[src/rtl/photo_target_game.sv]
// Two-player laser target controller: synchronised flex triggers fire the lasers, and debounced
// photo sensors register hits on each player's lit target. Scores are BCD and shown on 7-seg digits.
module photo_target_game #(
  parameter int unsigned N_PHOTO        = 10,
  parameter int unsigned DEB_CYCLES     = 500_000,
  parameter int unsigned FIRE_CYCLES    = 25_000_000,
  parameter int unsigned COOL_CYCLES    = 50_000_000,
  parameter int unsigned TARGET_TIMEOUT = 250_000_000,
  localparam int unsigned TGT_W         = $clog2(N_PHOTO)
) (
  input  logic               clock,
  input  logic               reset,
  input  logic               flex_l,
  input  logic               flex_r,
  input  logic [N_PHOTO-1:0] photo_array,
  output logic               laser_l,
  output logic               laser_r,
  output logic [TGT_W-1:0]   target_a,
  output logic [TGT_W-1:0]   target_b,
  output logic [6:0]         score_digit_a,
  output logic [6:0]         score_digit_b,
  output logic [6:0]         score_digit_c,
  output logic [6:0]         score_digit_d
);

  localparam int unsigned DEB_W   = $clog2(DEB_CYCLES + 1);
  localparam int unsigned TMR_MAX = (FIRE_CYCLES > COOL_CYCLES) ? FIRE_CYCLES : COOL_CYCLES;
  localparam int unsigned TMR_W   = $clog2(TMR_MAX + 1);
  localparam int unsigned TO_W    = $clog2(TARGET_TIMEOUT + 1);

  typedef enum logic [1:0] {ST_IDLE, ST_FIRE, ST_COOL} laser_st_t;

  logic [1:0]         r_flex_l_sync, r_flex_r_sync;
  logic [1:0]         r_flex_d;
  logic [N_PHOTO-1:0] r_photo_s1, r_photo_s2, r_deb, r_deb_d;
  logic [DEB_W-1:0]   r_deb_cnt [N_PHOTO];
  laser_st_t          r_st [2];
  laser_st_t          w_st_nxt [2];
  logic [1:0][TMR_W-1:0] r_tmr, w_tmr_nxt;
  logic [1:0]         r_laser, w_laser_nxt;
  logic [1:0]         w_flex_sync, w_flex_rise, w_hit;
  logic [N_PHOTO-1:0] w_rise;
  logic [7:0]         r_lfsr;
  logic [TGT_W-1:0]   r_tgt_a, r_tgt_b, w_v, w_new_a, w_new_b;
  logic [TO_W-1:0]    r_to_a, r_to_b;
  logic               w_re_a, w_re_b;
  logic [1:0][7:0]    r_score;
  logic [6:0]         r_dig_a, r_dig_b, r_dig_c, r_dig_d;

  function automatic logic [TGT_W-1:0] f_inc(input logic [TGT_W-1:0] v);
    f_inc = (v == TGT_W'(N_PHOTO - 1)) ? '0 : v + TGT_W'(1);
  endfunction

  // First of v, v+1, v+2 (mod N_PHOTO) that clashes with neither target
  function automatic logic [TGT_W-1:0] f_pick(input logic [TGT_W-1:0] v,
                                               input logic [TGT_W-1:0] other,
                                               input logic [TGT_W-1:0] own);
    logic [TGT_W-1:0] c1, c2;
    c1 = f_inc(v);
    c2 = f_inc(c1);
    if (v != other && v != own)        f_pick = v;
    else if (c1 != other && c1 != own) f_pick = c1;
    else if (c2 != other && c2 != own) f_pick = c2;
    else if (v != other)               f_pick = v;
    else                               f_pick = c1;
  endfunction

  function automatic logic [7:0] f_bcd_inc(input logic [7:0] bcd);
    if (bcd == 8'h99)             f_bcd_inc = bcd;
    else if (bcd[3:0] == 4'd9)    f_bcd_inc = {bcd[7:4] + 4'd1, 4'd0};
    else                          f_bcd_inc = {bcd[7:4], bcd[3:0] + 4'd1};
  endfunction

  function automatic logic [6:0] f_seg(input logic [3:0] d);
    case (d)
      4'd0:    f_seg = 7'b1000000;
      4'd1:    f_seg = 7'b1111001;
      4'd2:    f_seg = 7'b0100100;
      4'd3:    f_seg = 7'b0110000;
      4'd4:    f_seg = 7'b0011001;
      4'd5:    f_seg = 7'b0010010;
      4'd6:    f_seg = 7'b0000010;
      4'd7:    f_seg = 7'b1111000;
      4'd8:    f_seg = 7'b0000000;
      4'd9:    f_seg = 7'b0010000;
      default: f_seg = 7'b1111111;
    endcase
  endfunction

  // Input synchronisers and per-channel debounce
  always_ff @(posedge clock or negedge reset) begin
    if (!reset) begin
      r_flex_l_sync <= '0;
      r_flex_r_sync <= '0;
      r_flex_d      <= '0;
      r_photo_s1    <= '0;
      r_photo_s2    <= '0;
      r_deb         <= '0;
      r_deb_d       <= '0;
      for (int i = 0; i < N_PHOTO; i++) r_deb_cnt[i] <= '0;
    end else begin
      r_flex_l_sync <= {r_flex_l_sync[0], flex_l};
      r_flex_r_sync <= {r_flex_r_sync[0], flex_r};
      r_flex_d      <= w_flex_sync;
      r_photo_s1    <= photo_array;
      r_photo_s2    <= r_photo_s1;
      r_deb_d       <= r_deb;
      for (int i = 0; i < N_PHOTO; i++) begin
        if (r_photo_s2[i] == r_deb[i]) begin
          r_deb_cnt[i] <= '0;
        end else if (r_deb_cnt[i] == DEB_W'(DEB_CYCLES - 1)) begin
          r_deb[i]     <= r_photo_s2[i];
          r_deb_cnt[i] <= '0;
        end else begin
          r_deb_cnt[i] <= r_deb_cnt[i] + DEB_W'(1);
        end
      end
    end
  end

  assign w_flex_sync = {r_flex_r_sync[1], r_flex_l_sync[1]};
  assign w_flex_rise = w_flex_sync & ~r_flex_d;
  assign w_rise      = r_deb & ~r_deb_d;
  assign w_hit[0]    = (r_st[0] == ST_FIRE) && w_rise[r_tgt_a];
  assign w_hit[1]    = (r_st[1] == ST_FIRE) && w_rise[r_tgt_b];

  // Laser FSMs: index 0 = left, 1 = right
  always_ff @(posedge clock or negedge reset) begin
    if (!reset) begin
      for (int s = 0; s < 2; s++) r_st[s] <= ST_IDLE;
      r_tmr   <= '0;
      r_laser <= '0;
    end else begin
      for (int s = 0; s < 2; s++) r_st[s] <= w_st_nxt[s];
      r_tmr   <= w_tmr_nxt;
      r_laser <= w_laser_nxt;
    end
  end

  always_comb begin
    for (int s = 0; s < 2; s++) begin
      w_st_nxt[s]  = r_st[s];
      w_tmr_nxt[s] = r_tmr[s] + TMR_W'(1);
      case (r_st[s])
        ST_IDLE: begin
          w_tmr_nxt[s] = '0;
          if (w_flex_rise[s]) w_st_nxt[s] = ST_FIRE;
        end
        ST_FIRE: begin
          if (w_hit[s] || r_tmr[s] == TMR_W'(FIRE_CYCLES - 1)) begin
            w_st_nxt[s]  = ST_COOL;
            w_tmr_nxt[s] = '0;
          end
        end
        ST_COOL: begin
          if (r_tmr[s] == TMR_W'(COOL_CYCLES - 1)) begin
            w_st_nxt[s]  = ST_IDLE;
            w_tmr_nxt[s] = '0;
          end
        end
        default: begin
          w_st_nxt[s]  = ST_IDLE;
          w_tmr_nxt[s] = '0;
        end
      endcase
      w_laser_nxt[s] = (w_st_nxt[s] == ST_FIRE);
    end
  end

  // Target reassignment: left resolves first, right avoids left's new value
  assign w_re_a  = w_hit[0] || (r_to_a == TO_W'(TARGET_TIMEOUT - 1));
  assign w_re_b  = w_hit[1] || (r_to_b == TO_W'(TARGET_TIMEOUT - 1));
  assign w_v     = TGT_W'(r_lfsr % 8'(N_PHOTO));
  assign w_new_a = w_re_a ? f_pick(w_v, r_tgt_b, r_tgt_a) : r_tgt_a;
  assign w_new_b = w_re_b ? f_pick(w_v, w_new_a, r_tgt_b) : r_tgt_b;

  always_ff @(posedge clock or negedge reset) begin
    if (!reset) begin
      r_lfsr  <= 8'h01;
      r_tgt_a <= TGT_W'(0);
      r_tgt_b <= TGT_W'(1);
      r_to_a  <= '0;
      r_to_b  <= '0;
      r_score <= '0;
      r_dig_a <= 7'b1000000;
      r_dig_b <= 7'b1000000;
      r_dig_c <= 7'b1000000;
      r_dig_d <= 7'b1000000;
    end else begin
      r_lfsr  <= {r_lfsr[6:0], r_lfsr[7] ^ r_lfsr[5] ^ r_lfsr[4] ^ r_lfsr[3]};
      r_tgt_a <= w_new_a;
      r_tgt_b <= w_new_b;
      r_to_a  <= w_re_a ? '0 : r_to_a + TO_W'(1);
      r_to_b  <= w_re_b ? '0 : r_to_b + TO_W'(1);
      for (int s = 0; s < 2; s++) begin
        if (w_hit[s]) r_score[s] <= f_bcd_inc(r_score[s]);
      end
      r_dig_a <= f_seg(r_score[0][7:4]);
      r_dig_b <= f_seg(r_score[0][3:0]);
      r_dig_c <= f_seg(r_score[1][7:4]);
      r_dig_d <= f_seg(r_score[1][3:0]);
    end
  end

  assign laser_l       = r_laser[0];
  assign laser_r       = r_laser[1];
  assign target_a      = r_tgt_a;
  assign target_b      = r_tgt_b;
  assign score_digit_a = r_dig_a;
  assign score_digit_b = r_dig_b;
  assign score_digit_c = r_dig_c;
  assign score_digit_d = r_dig_d;

endmodule

[config.mk]
export PLATFORM = sky130hd
export DESIGN_NAME = photo_target_game
export DESIGN_NICKNAME = d
export VERILOG_FILES = /design/src/rtl/photo_target_game.sv
export SDC_FILE = /design/constraint.sdc
export NUM_CORES = 1
export LEC_CHECK = 0
export BUFFER_PORTS_ARGS = -buffer_cell sky130_fd_sc_hd__buf_4
export CORE_ASPECT_RATIO = 1.75
export CORE_MARGIN = 3
export CORE_UTILIZATION = 68
export DETAILED_ROUTE_END_ITERATION = 8
export HOLD_SLACK_MARGIN = 0.06
export PLACE_DENSITY = 0.92
export SLEW_MARGIN = 30
export SYNTH_ARGS = -nofsm -noshare
export SYNTH_HDL_FRONTEND = slang
export SYNTH_SLANG_ARGS = --single-unit
[constraint.sdc]
create_clock -name clock -period 14.4 [get_ports clock]
set_input_delay 1.44 -clock clock [delete_from_list [all_inputs] [get_ports clock]]
set_output_delay 1.44 -clock clock [all_outputs]
set_load 0.02 [all_outputs]
==> run_results.csv, run 1 <==
group,metric,value,unit
synthesis,dominant_cell_by_count_in_the_synthesized_netlist,"nor2_1",
pwr,power.net_switching,0.000544,W
floorplanning,io_pins,52,
synthesis,postSynthNetCount,2254,
synthesis,synth_seq_area_share,0.492,
pwr,max-vdd-ir-drop,0.000127,V
critical_path,path_buf_inv,2,
drt,route.antenna.remaining_nets,0,
global_route,gr-usage-all-layers,0.287,
floorplanning,floorplan.initialDensity,0.693,
sta,fmaxAchievable,0.152,GHz
drt,drt_first_iter_violations,1097,
critical_path,cp_cell_sequence,"nor2b_1 -> o22a_1 -> o22ai_2 -> nor2_2 -> o22ai_1 -> a221oi_4 -> inv_1 -> ha_1 -> a31oi_2 -> nand2_1 -> and3_1 -> o31a_1 -> a211oi_2 -> a22oi_1 -> buf_4 -> a21oi_2 -> mux2i_1 -> mux2_2 -> o32ai_4 -> mux2_1 -> o221ai_1 -> o211ai_1",
critical_path,crit_required,14.82,ns
final_layout,antenna_cells_inserted,0,
synthesis,ys_top_cells_by_count,"nor2_1 (413), dfrtp_1 (404), nand2_1 (184), xor2_1 (161), nand3_1 (137)",
synthesis,synth-warning-count,0,
clocking,cts_made_buffers,37,
synthesis,yosys-mux-area-fraction,0.0126,
clocking,cts.sinks,410,
synthesis,mappedNetlistArea,20900,um2
sta,setup-tns-final,0,ns
sta,tightestPinTransition,0.830,ns
critical_path,crit-reg2reg-launch,"r_lfsr[4]",
hold_path,hold_path.startpoint,"r_photo_s1[8]",
floorplanning,die_width,138,um
synthesis,avgSynthCellArea,9.52,um2
run_status,status,"finished clean",
sta,post-route-worst-setup-slack,7.80,ns
pwr,pwr-share-seq,0.499,
synthesis,synth_compound_area_frac,0.0814,
placement,io_buffers,51,
pwr,share_comb_of_total_power,0.049,
sta,report.final.hold_viol_count,0,
synthesis,netlist-cell-type-count,87,
sta,finalSetupViolCount,0,
clocking,max-clock-path-buffers,3,
final_layout,fillerInstances,1937,
drt,drc,0,
synthesis,leading_register_cell_type_out_of_synthesis,"dfrtp_1",
synthesis,ys_async_sr_fraction,1.00,
global_route,global_route.overflow_total,0,
critical_path,start_kind,"register",
sta,finalClockSkew,0.0198,ns
critical_path,cp.arrival,7.01,ns
critical_path,critical_path_peak_fanout,12,
sta,fin_crit,6.60,ns
hold_path,hold_path_end,"r_photo_s2[8]",
synthesis,synth-simple-area-share,0.241,
pwr,p_int,0.00184,W
final_layout,layout.area.seq,10300,um2
critical_path,rrSetupSlack,7.80,ns
sta,max-slew-margin-rel,0.445,
global_route,grt_start_max_net_pins,184,
critical_path,timing.critical_path.to_type,"register",
floorplanning,fp.coreArea,30200,um2
clocking,cts_post_setup_buffers_inserted,0,
synthesis,synthDominantCellAreaShare,0.484,
floorplanning,area_enclosed_by_the_die_boundary,32900,um2
final_layout,area_of_the_multi_input_gates,10100,um2
synthesis,synth_enable_flop_cells,0,
drt,route.detailed.vias_per_inst,6.13,
pwr,power.share.switching,0.228,
sta,rsz0062_at_grt,"false",
clocking,clk_transition_reported_paths,0.07,ns
critical_path,rr_endpoint,"target_b[1]",
placement,dp_hpwl,31400,um
synthesis,synth.largest_area_cell,"dfrtp_1",
clocking,clkLatencyLatePin,0.54,ns
flow_run,drv.max_cap_violation_count,0,
critical_path,category_of_the_critical_setup_timing_path,"reg2reg",
synthesis,synth_cells,2194,
pwr,cellPowerDensity,104,nW/um2
synthesis,ys_ff_latch,410,
placement,dp_worst_setup_slack,7.88,ns
floorplanning,rows,84,
final_layout,finish.net_count,2283,
clocking,root_buffer,"clkbuf_16",
drt,detail_route.wirelength,46900,um
synthesis,netlist_top_cells_area,"dfrtp_1 (48%), nor2_1 (7.4%), xor2_1 (6.8%)",
global_route,grt_first_pass_wirelength,79500,um
synthesis,synth_adder_area_share,0.0276,
drt,average_wire_per_cell_in_the_routed_design,17.8,um
sta,finalMaxSlewViolations,0,
global_route,initial_antenna_violation_count,0,
sta,final_min_period_over_clock_period,0.458,
critical_path,critical-path-max-stage-delay,0.56,ns
drt,num_vias,16163,
clocking,number_of_gates_given_a_new_drive_strength_after_cts,0,
global_route,number_of_global_route_vias_before_repair,16850,
synthesis,combinational_family_with_the_most_area_after_synthesis,"simple AND/OR/NAND/NOR gates",
clocking,ctsHoldBuffers,0,
floorplanning,vert_die_dim,238,um
pwr,leakage,10.0,nW
critical_path,worst_path_dominant_cell_family,"compound AO/OA/AOI/OAI gates",
critical_path,worstRegToRegCells,22,
critical_path,timing.critical_path.slowest_stage_cell,"dfrtp_1",
pwr,power.share.clock,0.452,
drt,drt-pass1-iter-count,8,
final_layout,drive_above_1_share,0.0857,
clocking,cts_tree,"yes",
synthesis,synth_xor_xnor_area_share,0.121,
hold_path,worstHoldPathCells,0,
hold_path,hold_path.class,"reg2reg",
final_layout,syn_to_final_growth,9.70,%
clocking,htree_levels,2,
placement,globalplace.congestion,0.973,
==> registers in the layout (all words and copies together), names as in the netlist <==
signal         count
score_digit_d      7
r_score           16
score_digit_c      7
score_digit_a      7
r_deb             10
r_to_b            28
r_laser            2
target_a           4
r_deb_cnt        190
r_flex_l_sync      2
score_digit_b      7
r_photo_s2        10
r_to_a            28
r_deb_d           10
r_st               4
r_lfsr             8
r_tmr             52
r_photo_s1        10
r_flex_d           2
r_flex_r_sync      2
target_b           4
==> worst max-delay path by stage <==
| stage | from | end | slack (ns) | cells past startpoint |
|---|---|---|---|---|
| 2_1_floorplan | r_lfsr[5] | target_b[1] | 9.00 | 23 |
| 3_3_place_gp | r_lfsr[4] | target_b[1] | 8.03 | 22 |
| 3_5_place_dp | r_lfsr[6] | target_b[1] | 7.88 | 22 |
| 4_1_cts | r_lfsr[4] | target_b[1] | 7.91 | 22 |
| 5_1_grt | r_lfsr[4] | target_b[1] | 7.29 | 21 |
| 6_report | r_lfsr[4] | target_b[1] | 7.80 | 22 |
==> power by group through the flow <==
| stage | registers (W) | clock network (W) | logic, W |
|---|---|---|---|
| floorplan | 0.00121 | 0 | 0.0000644 |
| global placement | 0.00121 | 0 | 0.000110 |
| detailed placement | 0.00121 | 0 | 0.000115 |
| CTS | 0.00119 | 0.00109 | 0.000118 |
| global route | 0.00119 | 0.00114 | 0.000133 |
| finish | 0.00119 | 0.00108 | 0.000117 |
==> cells in the final DEF (no fill, tap or decap), types with 7 or more instances in the layout <==
| cell | instances |
|---|---|
| nand3_1 | 137 |
| nor4_1 | 22 |
| or3_1 | 31 |
| a31oi_1 | 16 |
| and4_1 | 16 |
| clkbuf_1 | 9 |
| or2_2 | 17 |
| nor3b_1 | 11 |
| mux2_2 | 13 |
| o21ai_0 | 59 |
| nor2_1 | 413 |
| buf_4 | 56 |
| a21oi_1 | 82 |
| xnor2_1 | 128 |
| o21ai_1 | 7 |
| nand4_1 | 35 |
| and3_1 | 56 |
| xor2_1 | 161 |
| nand2b_1 | 12 |
| nor3_1 | 31 |
| nor4b_1 | 14 |
| nor2b_1 | 14 |
| clkbuf_16 | 39 |
| and2_1 | 13 |
| nor4bb_1 | 7 |
| dfrtp_1 | 404 |
| ha_1 | 46 |
| o31ai_1 | 7 |
| inv_1 | 55 |
| nand2_1 | 184 |
==> stage by stage <==
stage	area (um2)	instances	power, W	hold WS (ns)	util
5_1_grt	22900	2638	0.00246	0.358	0.760
6_report	22900	2638	0.00239	0.345	0.760
4_1_cts	22900	2637	0.00240	0.344	0.758
2_1_floorplan	20900	2194	0.00128	0.331	-
3_5_place_dp	21500	2570	0.00133	0.335	0.714
3_3_place_gp	21500	2570	0.00132	0.332	0.714
==> kinds of logic after synthesis <==
kind of cell | after synthesis
and+or+nand+nor | 1043
DFF | 410
xor gates and xnor gates | 289
AOI/OAI and AO/OA | 255
buffers and inverters | 128
adders and majority gates | 46
muxes | 23
==> metal layers <==
metal / global-route usage / vias up / share of wire
li1: - / 7531 / -
met1: 0.318 / 7934 / 0.37
met2: 0.533 / 514 / 0.54
met3: 0.0389 / 184 / 0.040
met4: 0.153 / 0 / 0.054
met5: 0 / - / 0
==> area by class of cell <==
cell class	count	share of cell area
well taps	387	0.0211
flip-flops and latches	410	0.448
clock buffers	54	0.0477
inverters	58	0.00950
repair buffers	60	0.0216
clock inverters	13	0.0102
multi-input cells	1656	0.442
Note: power is estimated with default switching activity, not from simulation.
==> inputs of run 2 (changes only) <==
--- a/config.mk
+++ b/config.mk
@@ -5,13 +5,14 @@
 export SDC_FILE = /design/constraint.sdc
 export NUM_CORES = 1
 export LEC_CHECK = 0
+export ABC_AREA = 1
 export BUFFER_PORTS_ARGS = -buffer_cell sky130_fd_sc_hd__buf_4
 export CORE_ASPECT_RATIO = 1.75
 export CORE_MARGIN = 3
-export CORE_UTILIZATION = 68
+export CORE_UTILIZATION = 63
 export DETAILED_ROUTE_END_ITERATION = 8
 export HOLD_SLACK_MARGIN = 0.06
-export PLACE_DENSITY = 0.92
+export PLACE_DENSITY = 0.86
 export SLEW_MARGIN = 30
 export SYNTH_ARGS = -nofsm -noshare
 export SYNTH_HDL_FRONTEND = slang
==> constraint.sdc (replaced) <==
create_clock -name clock -period 6.7 [get_ports clock]
set_input_delay 0.67 -clock clock [delete_from_list [all_inputs] [get_ports clock]]
set_output_delay 0.67 -clock clock [all_outputs]
set_load 0.02 [all_outputs]
==> run 2 against run 1 <==
Effect of this change: count of clock-buffer cells in the layout grew 2; sequential share of layout area is 0.63 points lower; cell count grew 17%; core utilization is 4.6 points lower; routed wire length fell by 1.5%; clock power grew 110%; critical path depth grew 26; synthesized cell count rose by 17%; register-to-register slack worse by 6.4 ns; design area increased by 1.4%; critical path type unchanged; critical endpoint is now target_b[3]; highest routed layer unchanged.
==> run_results.csv, run 2 <==
group,metric,value,unit
synthesis,avgSynthCellArea,8.15,um2
clocking,clk_transition_reported_paths,0.06,ns
critical_path,critical-path-max-stage-delay,0.47,ns
synthesis,ys_async_sr_fraction,1.00,
clocking,cts.sinks,410,
final_layout,biggestRegsByFlops,"r_deb_cnt: 190 flops, r_tmr: 52 flops",
synthesis,synth_enable_flop_cells,0,
global_route,grt_start_max_net_pins,178,
floorplanning,vert_die_dim,247,um
placement,io_buffers,51,
sta,final_min_period_over_clock_period,0.795,
sta,finalSetupViolCount,0,
pwr,leakage,10.4,nW
placement,dp_hpwl,32500,um
final_layout,number_of_non_filler_instances_in_the_completed_layout,3074,
synthesis,synth.largest_area_cell,"dfrtp_1",
drt,detail_route.wirelength,46200,um
synthesis,mappedNetlistArea,21000,um2
pwr,max-vdd-ir-drop,0.000255,V
final_layout,largest_register_ffs,190,
placement,globalplace.congestion,0.903,
final_layout,finish.net_count,2704,
global_route,gr-usage-all-layers,0.262,
critical_path,category_of_the_critical_setup_timing_path,"reg2reg",
critical_path,start_kind,"register",
clocking,root_buffer,"clkbuf_16",
clocking,max-clock-path-buffers,3,
sta,timing.hold.ws,0.232,ns
floorplanning,fp.coreArea,32500,um2
run_status,status,"finished clean",
drt,average_wire_per_cell_in_the_routed_design,15.0,um
flow_run,drv.max_cap_violation_count,0,
critical_path,cpMostUsedCell,"nand2_1",
final_layout,syn_to_final_growth,10.9,%
clocking,number_of_gates_given_a_new_drive_strength_after_cts,0,
floorplanning,io_pins,52,
synthesis,netlist_top_cells_area,"dfrtp_1 (48%), inv_1 (7.1%), nand2_1 (6.6%)",
drt,route.antenna.remaining_nets,0,
sta,tightestPinTransition,0.934,ns
critical_path,cp.arrival,5.76,ns
final_layout,antenna_cells_inserted,0,
synthesis,dominant_cell_by_count_in_the_synthesized_netlist,"dfrtp_1",
drt,drt-pass1-iter-count,7,
final_layout,drive_above_1_share,0.0770,
critical_path,timing.critical_path.slowest_stage_cell,"dfrtp_1",
sta,fin_crit,5.33,ns
drt,met2_length,25300,um
hold_path,hold_path.class,"in2reg",
drt,route.detailed.vias_per_inst,5.76,
critical_path,crit-reg2reg-launch,"r_lfsr[7]",
drt,highest-signal-layer,"met4",
global_route,initial_antenna_violation_count,0,
pwr,cellPowerDensity,220,nW/um2
synthesis,ys_ff_latch,410,
synthesis,leading_register_cell_type_out_of_synthesis,"dfrtp_1",
sta,report.final.hold_viol_count,0,
clocking,htree_levels,2,
floorplanning,rows,87,
critical_path,timing.critical_path.to_type,"register",
sta,fmaxAchievable,0.188,GHz
floorplanning,floorplan.initialDensity,0.644,
global_route,global_route.overflow_total,0,
critical_path,crit_required,7.13,ns
drt,drt_first_iter_violations,1011,
critical_path,critical_path_peak_fanout,8,
global_route,grt_first_pass_wirelength,78200,um
synthesis,synth_cells,2572,
drt,met1_length,17300,um
synthesis,synth-warning-count,0,
critical_path,path_buf_inv,3,
synthesis,ys_top_cells_by_count,"dfrtp_1 (404), inv_1 (396), nand2_1 (370), nor2_1 (333), nor3_1 (180)",
synthesis,netlist-cell-type-count,48,
synthesis,synth_seq_area_share,0.490,
drt,drc,0,
floorplanning,die_width,144,um
critical_path,worst_path_dominant_cell_family,"simple AND/OR/NAND/NOR gates",
clocking,clkLatencyLatePin,0.55,ns
synthesis,postSynthNetCount,2632,
sta,rsz0062_at_grt,"false",
sta,finalMaxSlewViolations,0,
critical_path,setup.worst_path.start,"r_lfsr[7]",
final_layout,largest-register,"r_deb_cnt",
global_route,number_of_global_route_vias_before_repair,17810,
clocking,cts_tree,"yes",
final_layout,layout_commonest_cell,"dfrtp_1",
clocking,cts_made_buffers,39,
sta,max-slew-margin-rel,0.376,
synthesis,synthDominantCellAreaShare,0.483,
sta,finalClockSkew,0.0192,ns
hold_path,hold_path.startpoint,"photo_array[1]",
placement,dpl.cell_count,3000,
drt,routed_length_on_met3,1590,um
drt,num_vias,17717,
final_layout,most-common-layout-cells,"dfrtp_1 (404), inv_1 (396), nand2_1 (370)",
sta,setup-tns-final,0,ns
floorplanning,area_enclosed_by_the_die_boundary,35600,um2
[run 2: changes by cell type in the layout (fill, tap and decap cells not counted), moves of 40 or more]
cell / previous run / this run
nor4_1: 22 / 62
xor2_1: 161 / 54
nor2_1: 413 / 333
inv_1: 55 / 396
xnor2_1: 128 / 7
nor3_1: 31 / 180
nand4_1: 35 / 80
nand2_1: 184 / 370
a21oi_1: 82 / 140
[run 2: where the power goes]
part | leakage (nW) | internal [W] | switching, W
combinational | 4.15 | 0.0000748 | 0.000184
sequential | 5.59 | 0.00251 | 0.0000253
clock | 0.666 | 0.00137 | 0.000934
total | 10.4 | 0.00396 | 0.00114
[run 2: kinds of logic after synthesis]
kind of cell	share of synthesized area
flops	0.490
fa+ha+maj	0.0275
simple gates	0.285
mux	0.00376
xor+xnor	0.0263
compound gates	0.0880
buf+inv	0.0792
[run 2: what timing repair did]
item                                   in CTS  in global routing
buffers inserted                            0                  0
endpoints found under the hold margin       0                 38
hold buffers                                0                  1
[run 2: through the flow]
step | utilization | power, W | setup WS [ns] | instance area, um2
after floorplan | - | 0.00273 | 2.38 | 21000
after global placement | 0.670 | 0.00283 | 1.70 | 21800
after detailed placement | 0.671 | 0.00284 | 1.47 | 21800
after CTS | 0.712 | 0.00514 | 1.41 | 23200
after global routing | 0.714 | 0.00528 | 0.852 | 23200
final | 0.714 | 0.00510 | 1.37 | 23200
[run 2: layer usage]
metal,GRT usage,up-vias
met5,0,-
li1,-,8642
met4,0.115,0
met2,0.498,419
met1,0.285,8513
met3,0.0325,143
[run 2: final timing paths]
path                                    end  slack (ns)  cells past startpoint
setup / recovery                target_b[3]        1.37                     48
hold / removal                r_photo_s1[1]        0.23                      1
setup reg to reg                target_b[3]        1.37                     48
hold reg to reg               r_photo_s2[8]        0.35                      0
max in group asynchronous         r_tmr[36]        4.83                      4
min in group asynchronous  score_digit_a[2]        0.61                      2
[run 2: worst reg2reg max path, delay by kind of cell, from the launching register on]
| kind | cells | cell delay, ns |
|---|---|---|
| buffers and inverters | 3 | 0.35 |
| and+or+nand+nor | 43 | 4.11 |
| AOI/OAI and AO/OA | 1 | 0.09 |
| DFF | 1 | 0.47 |
| adders and majority gates | 1 | 0.22 |
[run 2: cell type report]
class                           instances  area (um2)
Sequential cell                       410       10300
Fill cell                            2415        9300
Clock buffer                           56        1130
Multi-Input combinational cell       1720        9060
Tap cell                              400         500
Clock inverter                         15         211
Timing Repair Buffer                   60         526
Inverter                              413        1550
==> inputs of run 3 (changes only) <==
--- a/config.mk
+++ b/config.mk
@@ -5,14 +5,14 @@
 export SDC_FILE = /design/constraint.sdc
 export NUM_CORES = 1
 export LEC_CHECK = 0
-export ABC_AREA = 1
+export ABC_AREA = 0
 export BUFFER_PORTS_ARGS = -buffer_cell sky130_fd_sc_hd__buf_4
 export CORE_ASPECT_RATIO = 1.75
 export CORE_MARGIN = 3
-export CORE_UTILIZATION = 63
+export CORE_UTILIZATION = 57
 export DETAILED_ROUTE_END_ITERATION = 8
 export HOLD_SLACK_MARGIN = 0.06
-export PLACE_DENSITY = 0.86
+export PLACE_DENSITY = 0.83
 export SLEW_MARGIN = 30
 export SYNTH_ARGS = -nofsm -noshare
 export SYNTH_HDL_FRONTEND = slang
==> constraint.sdc (replaced) <==
create_clock -name clock -period 4.47 [get_ports clock]
set_input_delay 0.447 -clock clock [delete_from_list [all_inputs] [get_ports clock]]
set_output_delay 0.447 -clock clock [all_outputs]
set_load 0.02 [all_outputs]
==> run 3 against run 2 <==
Effect of this change: the flow now finishes with violations (negative setup slack); sequential share of layout area is 2.6 points lower; critical path depth is 24 lower; first-iteration DRC count is 16% lower; fmax is 0.55% higher; core utilization is 3.0 points lower; clock power is 52% higher; worst hold slack better by 0.11 ns; flip-flop and latch count stayed put; combinational power is 50% higher; largest cell class is now multi-input combinational cells.
==> run_results.csv, run 3 (synthesized netlist as in run 1, its figures left out) <==
group,metric,value,unit
drt,route.antenna.remaining_nets,0,
sta,fmaxAchievable,0.189,GHz
global_route,grt_first_pass_wirelength,79800,um
final_layout,antenna_cells_inserted,0,
placement,dp_hpwl,32400,um
drt,drt-pass1-iter-count,5,
sta,final_min_period_over_clock_period,1.19,
clocking,cts.sinks,410,
clocking,cts_tree,"yes",
sta,report.final.hold_viol_count,0,
global_route,met1_use_gr,0.268,
floorplanning,floorplan.initialDensity,0.578,
global_route,initial_antenna_violation_count,0,
final_layout,largest-register,"r_deb_cnt",
clocking,max-clock-path-buffers,3,
floorplanning,area_enclosed_by_the_die_boundary,39100,um2
drt,drc,0,
drt,route.detailed.vias_per_inst,5.72,
pwr,share_comb_of_total_power,0.050,
critical_path,cp.arrival,5.70,ns
global_route,grt_start_max_net_pins,106,
placement,dpl.cell_count,2761,
global_route,busiest_layer,"met2",
pwr,pwr-share-seq,0.496,
pwr,power.share.switching,0.233,
critical_path,crit_end,"target_b[1]",
placement,dpl_cell_area,22600,um2
critical_path,rrSetupSlack,-0.83,ns
sta,finalClockSkew,0.0203,ns
placement,dp_worst_setup_slack,-1.03,ns
sta,finalSetupViolCount,6,
global_route,number_of_global_route_vias_before_repair,17241,
final_layout,number_of_non_filler_instances_in_the_completed_layout,2868,
clocking,cts_made_buffers,40,
final_layout,drive_above_1_share,0.166,
global_route,globalRouteMet2Util,0.467,
floorplanning,die_width,151,um
flow_run,drv.max_cap_violation_count,0,
critical_path,start_kind,"register",
drt,detail_route.wirelength,47100,um
final_layout,biggestRegsByFlops,"r_deb_cnt: 190 flops, r_tmr: 52 flops",
critical_path,timing.critical_path.to_type,"register",
sta,timing.hold.ws,0.338,ns
pwr,power.net_switching,0.00181,W
final_layout,most-common-layout-cells,"nor2_1 (410), dfrtp_1 (401), nand2_1 (183)",
placement,globalplace.congestion,1.05,
final_layout,finish.net_count,2429,
clocking,htree_levels,2,
global_route,global_route.overflow_total,0,
run_status,violations_in_the_final_reports,"negative setup slack",
placement,io_buffers,51,
critical_path,crit-reg2reg-launch,"r_lfsr[6]",
drt,average_wire_per_cell_in_the_routed_design,16.4,um
run_status,status,"finished with violations",
sta,post-route-worst-setup-slack,-0.829,ns
floorplanning,rows,92,
pwr,max-vdd-ir-drop,0.000381,V
critical_path,worstRegToRegCells,24,
critical_path,category_of_the_critical_setup_timing_path,"reg2reg",
hold_path,hold_path.class,"reg2reg",
final_layout,layout_commonest_cell,"nor2_1",
pwr,power.share.clock,0.454,
sta,max-slew-margin-rel,0.459,
floorplanning,fp.coreArea,36100,um2
sta,fin_crit,5.30,ns
pwr,p_int,0.00594,W
floorplanning,vert_die_dim,259,um
sta,tightestPinTransition,0.809,ns
drt,drt_first_iter_violations,845,
clocking,root_buffer,"clkbuf_16",
critical_path,rr_endpoint,"target_b[1]",
pwr,leakage,10.8,nW
final_layout,syn_to_final_growth,18.3,%
global_route,gr-usage-all-layers,0.245,
clocking,clkLatencyLatePin,0.54,ns
clocking,clk_transition_reported_paths,0.06,ns
pwr,cellPowerDensity,313,nW/um2
critical_path,setup.worst_path.start,"r_lfsr[6]",
final_layout,largest_register_ffs,190,
drt,num_vias,16404,
global_route,use_met3,0.0309,
critical_path,critical_path_peak_fanout,5,
sta,rsz0062_at_grt,"true",
floorplanning,io_pins,52,
final_layout,design_area,24700,um2
sta,finalMaxSlewViolations,0,
critical_path,crit_required,4.87,ns
-- run 3: cell types whose count changed in the layout (fill, tap and decap cells not counted), moves of 33 or more --
cell and change:
buf_4 +124, inv_1 -342, nor3_1 -151, nand2_1 -187, xnor2_1 +119, and3_1 +33
nand4_1 -45, a21oi_1 -63, nor2_1 +77, o21ai_0 -37, xor2_1 +107, nor4_1 -41
-- run 3: timing repair --
item,in CTS,in global routing
gates cloned,0,0
buffers inserted,17,8
endpoints found under the setup margin,7,8
hold buffers,13,0
pin swaps,27,32
gates resized for setup,41,47
hold endpoints to repair,106,0
-- run 3: layer usage --
layer / vias up / share of wire / wire (um)
met5: - / 0 / 0
met4: 0 / 0.044 / 2060
met3: 136 / 0.033 / 1540
met2: 331 / 0.55 / 26100
met1: 8129 / 0.37 / 17500
li1: 7808 / - / -
-- run 3: final cells by class --
cell class	instances	area (um2)
sequential	410	10300
fill	2667	11400
clock inverter	19	234
inverter	58	218
clock buffer	52	1140
multi-input combinational	1656	10600
timing repair buffer	203	1630
tap	470	588
-- run 3: worst max-delay path, stage by stage (launching register included) --
cell and delay (ns):
dfrtp_1 0.43, buf_6 0.14, nor3b_4 0.22, a21oi_2 0.06, o221ai_2 0.23, a21oi_4 0.12, mux2i_4 0.21, a221oi_4 0.33
buf_6 0.16, ha_4 0.16, nand2_4 0.06, or3_4 0.40, buf_4 0.16, nand3_4 0.09, xnor2_4 0.09, a2111oi_4 0.41
nor2_4 0.10, a31o_1 0.24, a21oi_2 0.14, mux2i_1 0.09, mux2_4 0.28, o32ai_4 0.43, mux2_4 0.35, o221ai_2 0.13
o211ai_1 0.11
-- run 3: power by group through the flow --
stage | registers (W) | clock network [W] | logic, W
floorplan | 0.00390 | 0 | 0.000207
global placement | 0.00390 | 0 | 0.000366
detailed placement | 0.00391 | 0 | 0.000384
CTS | 0.00384 | 0.00358 | 0.000399
global route | 0.00385 | 0.00373 | 0.000447
finish | 0.00384 | 0.00352 | 0.000389
-- run 3: metrics by stage --
stage	TNS (ns)	utilization	power, W
after detailed placement	-4.46	0.625	0.00429
after global routing	-4.62	0.684	0.00803
final	-3.20	0.684	0.00775
after floorplan	-2.69	-	0.00411
after global placement	-4.02	0.625	0.00427
after CTS	-2.94	0.675	0.00782
-- run 3: worst min path at each step --
stage / startpoint / to / slack (ns) / depth (start not counted)
2_1_floorplan: reset / r_deb[0] / 0.15 / 0
3_3_place_gp: r_photo_s1[7] / r_photo_s2[7] / 0.33 / 0
5_1_grt: r_photo_s1[8] / r_photo_s2[8] / 0.35 / 0
3_5_place_dp: r_photo_s1[0] / r_photo_s2[0] / 0.34 / 0
6_report: r_photo_s1[8] / r_photo_s2[8] / 0.34 / 0
4_1_cts: r_photo_s1[8] / r_photo_s2[8] / 0.34 / 0
